===== config.mk =====
export PLATFORM = sky130hd
export DESIGN_NAME = game_controller
export DESIGN_NICKNAME = d
export VERILOG_FILES = /design/src/rtl/game_pkg.sv /design/src/rtl/game_edge_detect.sv /design/src/rtl/game_controller.sv
export SDC_FILE = /design/constraint.sdc
export NUM_CORES = 1
export LEC_CHECK = 0
export ABC_AREA = 1
export CAP_MARGIN = 10
export CORE_MARGIN = 2
export CORE_UTILIZATION = 40
export DETAILED_ROUTE_END_ITERATION = 6
export SLEW_MARGIN = 20
export SYNTH_ARGS = -nofsm -noshare
export SYNTH_HDL_FRONTEND = slang
export SYNTH_SLANG_ARGS = --single-unit

===== constraint.sdc =====
create_clock -name clock -period 4.6 [get_ports clock]
set_clock_uncertainty 0.1 [all_clocks]
set_input_delay 1.15 -clock clock [delete_from_list [all_inputs] [get_ports clock]]
set_output_delay 1.15 -clock clock [all_outputs]
set_load 0.02 [all_outputs]

===== src/rtl/game_pkg.sv =====
// Shared encodings and widths for the breakout game controller.
package game_pkg;

    localparam int unsigned STATE_W          = 3;
    localparam int unsigned LIVES_W          = 2;
    localparam int unsigned SCORE_W          = 8;
    localparam int unsigned SPEED_W          = 2;
    localparam int unsigned SERVE_CNT_W      = 8;
    localparam int unsigned SCORE_MAX        = (1 << SCORE_W) - 1;
    localparam int unsigned SPEED_MAX        = 3;
    localparam int unsigned SPEEDUP_INTERVAL = 8;

    typedef enum logic [STATE_W-1:0] {
        ST_IDLE  = 3'd0,
        ST_SERVE = 3'd1,
        ST_PLAY  = 3'd2,
        ST_WAIT  = 3'd3,
        ST_OVER  = 3'd4,
        ST_WON   = 3'd5
    } state_t;

    // True when a score value lands on a speed-up boundary.
    function automatic logic speedup_due(input logic [SCORE_W-1:0] s);
        return (s % SCORE_W'(SPEEDUP_INTERVAL)) == '0;
    endfunction

endpackage


===== src/rtl/game_edge_detect.sv =====
// Rising-edge detector for the serve button; a level already high when reset
// releases is not reported as an edge until it has been seen low.
module game_edge_detect (
    input  logic clock,
    input  logic reset,
    input  logic level,
    output logic rise_c
);

    logic armed;  // level was low on the previous cycle

    always_ff @(posedge clock or posedge reset) begin
        if (reset) armed <= 1'b0;
        else       armed <= ~level;
    end

    assign rise_c = level & armed;

endmodule


===== src/rtl/game_controller.sv =====
// Breakout game sequencing: serve, play, lives and score bookkeeping.
// Optional ball speed-up every 8 bricks is enabled by defining BALL_SPEEDUP_EN.
module game_controller
    import game_pkg::*;
#(
    parameter int unsigned LIVES_INIT   = 3,
    parameter int unsigned SERVE_FRAMES = 60,
    parameter int unsigned BRICK_COUNT  = 32
) (
    input  logic               clock,
    input  logic               reset,
    input  logic               frameTick,
    input  logic               launch,
    input  logic               ballMissed,
    input  logic               brickHit,
    output logic               ballEnable,
    output logic               ballReload,
    output logic [LIVES_W-1:0] lives,
    output logic [SCORE_W-1:0] score,
    output logic [SPEED_W-1:0] speed,
    output logic               gameOver,
    output logic               gameWon,
    output logic [STATE_W-1:0] state
);

    state_t                   cur_state;
    state_t                   nxt_state;
    logic                     launch_evt;
    logic                     start_game;
    logic                     count_brick;
    logic                     lose_life;
    logic                     serve_done;
    logic [SCORE_W-1:0]       score_inc;
    logic [SERVE_CNT_W-1:0]   serve_cnt;

    game_edge_detect u_launch_edge (
        .clock  (clock),
        .reset  (reset),
        .level  (launch),
        .rise_c (launch_evt)
    );

    assign score_inc  = (score == SCORE_W'(SCORE_MAX)) ? score : score + SCORE_W'(1);
    // The entry cycle (ballReload high) never counts a frame tick.
    assign serve_done = frameTick && !ballReload &&
                        (serve_cnt == SERVE_CNT_W'(SERVE_FRAMES - 1));

    always_ff @(posedge clock or posedge reset) begin
        if (reset) cur_state <= ST_IDLE;
        else       cur_state <= nxt_state;
    end

    always_comb begin
        nxt_state   = cur_state;
        start_game  = 1'b0;
        count_brick = 1'b0;
        lose_life   = 1'b0;
        case (cur_state)
            ST_IDLE, ST_OVER, ST_WON: begin
                if (launch_evt) begin
                    start_game = 1'b1;
                    nxt_state  = ST_SERVE;
                end
            end
            ST_WAIT: begin
                if (launch_evt) nxt_state = ST_SERVE;
            end
            ST_SERVE: begin
                if (serve_done) nxt_state = ST_PLAY;
            end
            ST_PLAY: begin
                count_brick = brickHit;
                // A winning brick masks a simultaneous miss.
                if (brickHit && (score_inc == SCORE_W'(BRICK_COUNT))) begin
                    nxt_state = ST_WON;
                end else if (ballMissed) begin
                    lose_life = 1'b1;
                    nxt_state = (lives == LIVES_W'(1)) ? ST_OVER : ST_WAIT;
                end
            end
            default: nxt_state = ST_IDLE;
        endcase
    end

    always_comb begin
        ballEnable = (cur_state == ST_PLAY);
        gameOver   = (cur_state == ST_OVER);
        gameWon    = (cur_state == ST_WON);
        state      = cur_state;
    end

    always_ff @(posedge clock or posedge reset) begin
        if (reset) begin
            lives      <= LIVES_W'(LIVES_INIT);
            score      <= '0;
            serve_cnt  <= '0;
            ballReload <= 1'b0;
        end else begin
            ballReload <= (nxt_state == ST_SERVE) && (cur_state != ST_SERVE);
            if (start_game) begin
                lives <= LIVES_W'(LIVES_INIT);
                score <= '0;
            end else begin
                if (count_brick) score <= score_inc;
                if (lose_life && (lives != '0)) lives <= lives - LIVES_W'(1);
            end
            if ((cur_state != ST_SERVE) || ballReload) serve_cnt <= '0;
            else if (frameTick)                        serve_cnt <= serve_cnt + SERVE_CNT_W'(1);
        end
    end

`ifdef BALL_SPEEDUP_EN
    always_ff @(posedge clock or posedge reset) begin
        if (reset) begin
            speed <= SPEED_W'(1);
        end else if (start_game) begin
            speed <= SPEED_W'(1);
        end else if (count_brick && (score != SCORE_W'(SCORE_MAX)) && speedup_due(score_inc)
                     && (speed != SPEED_W'(SPEED_MAX))) begin
            speed <= speed + SPEED_W'(1);
        end
    end
`else
    assign speed = SPEED_W'(1);
`endif

endmodule


==> flow_summary.ini <==
[outcome]
status = finished clean

[setup_path]
critPathTopFamily = buffers and inverters
arrival_ns = 1.83
slowest_delay_ns = 0.64
cp_cell_sequence = inv_1, nand3_1, inv_1, clkdlybuf4s50_1
start_kind = flip-flop
cp_common_cell = inv_1
cp.buffers_inverters = 3
setup.worst_path.end_class = output pin
critPathMaxFanout = 6
critPathKind = flip-flop to output pin
cp_slowest_cell = clkdlybuf4s50_1
crit_required_ns = 3.35

[pwr]
internal_power_uw = 486
pwr-share-clk = 0.111
p_sw_uw = 367
p_per_area_nw_per_um2 = 502
netSwitchingFraction = 0.430
ir_drop_uv = 204
seq_power_share = 0.391
comb_power_share = 0.498
p_leak_uw = 0.000797

[finish]
seq_area_um2 = 578
fin_nets = 228
drive_above_1_share = 0.0829
n_fill_cell = 350
post-route-cell-area_um2 = 1700
multiInputGateArea_um2 = 704
antenna_cells = 0
utilization = 0.504
synthToLayoutAreaGrowth_pct = 20.6

[synthesis]
synth-edff-count = 0
synth-simple-area-share = 0.329
synthXorXnorAreaFrac = 0.0125
syn_area_per_cell_um2 = 7.29
synthesis.area_um2 = 1410
ys_ff_latch = 23
muxShareOfSynthArea = 0
synth_top_flop_cell = dfrtp_1
ys_seq_area_frac = 0.411
async_reset_ff_frac = 1.00
syn_nets = 203
yosysMostFrequentCell = nand2_1
synth_cell_types = 26
synth_fa_ha_area_frac = 0.0356
synth_cells = 193
synth_compound_area_frac = 0.118
synth_common_cells = nand2_1 (42), inv_1 (29), dfrtp_1 (21)
synth_top_family_by_area = simple AND/OR/NAND/NOR gates
ys_warn_count = 0
synth.area.top_cells = dfrtp_1 (37%), nand2_1 (11%), inv_1 (7.7%), nand3_1 (6.0%), nor2_1 (4.8%)
synth_top_area_frac = 0.374
yosys.area.top_type = dfrtp_1

[clock_tree]
hold_buffers = 0
clk_latency_ns = 0.31
cts_max_level = 1
clock_path_buffers = 2
clock-sinks = 23
cts_resized = 0
cts_setup_buffers = 0
clkSlewWorstSetupHoldPaths_ns = 0.13
cts_made_buffers = 3
tritoncts = done
cts_root_buffer = clkbuf_4

[detailed_routing]
drtPass1Iterations = 4
routedWlPerCell_um = 10.6
wl_mm = 2.80
drtIter0Drc = 81
drtAntennaViolNets = 0
via_count = 1278
vias_per_cell = 4.86
drc = 0

[floorplan]
rows = 21
die_x_um = 63.3
fp.coreArea_um2 = 3360
dieHeight_um = 63.3
die_area_um2 = 4010
ios = 25
start_util = 0.418

[grt]
grt_pass1_wl_mm = 5.07
grt_usage = 0.157
grt_pass1_vias = 1158
antenna_found_initial = 0
gr-total-overflow = 0
grt_start_max_net_pins = 24

[job]
maxCapViolCount = 0

[timing]
fmax_mhz = 325
slew_headroom = 0.406
fin_crit_sh = 0.670
report.final.slew_viol_count = 0
fin_crit_ns = 3.08
tightest_slew_ns = 0.889
tns_ns = 0
finalHoldViolCount = 0
rsz0062_at_grt = false
setup-violations-final = 0

[min_path]
min-delay-path-class = flip-flop to flip-flop

[place]
numPortBuffers = 22
dpl_cell_area_um2 = 1670
gp_congestion = 0.819
hpwl_mm = 2.19
-- cell usage in the layout (no fill, tap or decap), types with 2 or more instances in the layout --
master,instances
nand2_1,42
inv_1,29
clkdlybuf4s50_1,22
dfrtp_1,21
nor2_1,18
nand3_1,17
o21ai_0,12
a21oi_1,11
nor3_1,6
nand2_2,6
o22ai_1,5
ha_1,4
clkbuf_4,3
nand4_1,2
nor2_4,2
nor2_2,2
nor3b_1,2
conb_1,2
dfstp_2,2
-- sequential cells by signal, indices dropped and copies added, names as in the netlist --
name                 count
state                    3
ballReload               1
serve_cnt                8
lives                    2
u_launch_edge.armed      1
score                    8
-- layout make-up --
class                   instances  area share
clock buffers                   3      0.0133
clock inverters                 1     0.00295
inverters                      29      0.0642
multi-input cells             139       0.415
flip-flops and latches         23       0.341
well taps                      46      0.0339
repair buffers                 22       0.130
-- cell families after synthesis --
logic type / after synthesis
adder cells (fa/ha/maj): 4
other: 2
buffers and inverters: 31
flip-flops: 23
XOR/XNOR: 2
AO/OA/AOI/OAI: 31
AND/OR/NAND/NOR: 100
-- through the flow --
stage	total power, µW	cells	worst slack, ns	hold WS [ns]
final	852	263	1.52	0.372
after global routing	936	263	1.38	0.421
after CTS	862	263	1.53	0.382
after detailed placement	765	259	1.70	0.356
after global placement	759	259	1.75	0.352
after floorplan	617	193	2.27	0.333
-- power groups by stage --
stage                     sequential, µW  combinational (µW)  clock [µW]
after global routing                 346                 480         111
final                                333                 425        94.4
after CTS                            334                 428        99.7
after global placement               336                 422           0
after detailed placement             337                 428           0
after floorplan                      382                 236           0
-- metal layers --
| layer | up-vias | global-route usage | wire [µm] | part of all wire |
|---|---|---|---|---|
| met2 | 31 | 0.249 | 1250 | 0.45 |
| met3 | 5 | 0.0250 | 107 | 0.038 |
| met1 | 565 | 0.216 | 1400 | 0.50 |
| met4 | 0 | 0.0571 | 42 | 0.015 |
| li1 | 677 | - | - | - |
| met5 | - | 0 | 0 | 0 |
-- worst paths after layout --
check                                to  cells after the start         start  slack [ns]
setup / recovery             ballEnable                      4      state[2]        1.52
hold / removal             serve_cnt[4]                      1  serve_cnt[4]        0.37
setup reg to reg               lives[0]                     13      score[0]        2.65
hold reg to reg            serve_cnt[4]                      1  serve_cnt[4]        0.37
max in group asynchronous      state[2]                      2         reset        2.65
min in group asynchronous  serve_cnt[3]                      2         reset        1.21
Note: power is estimated with default switching activity, not from simulation.
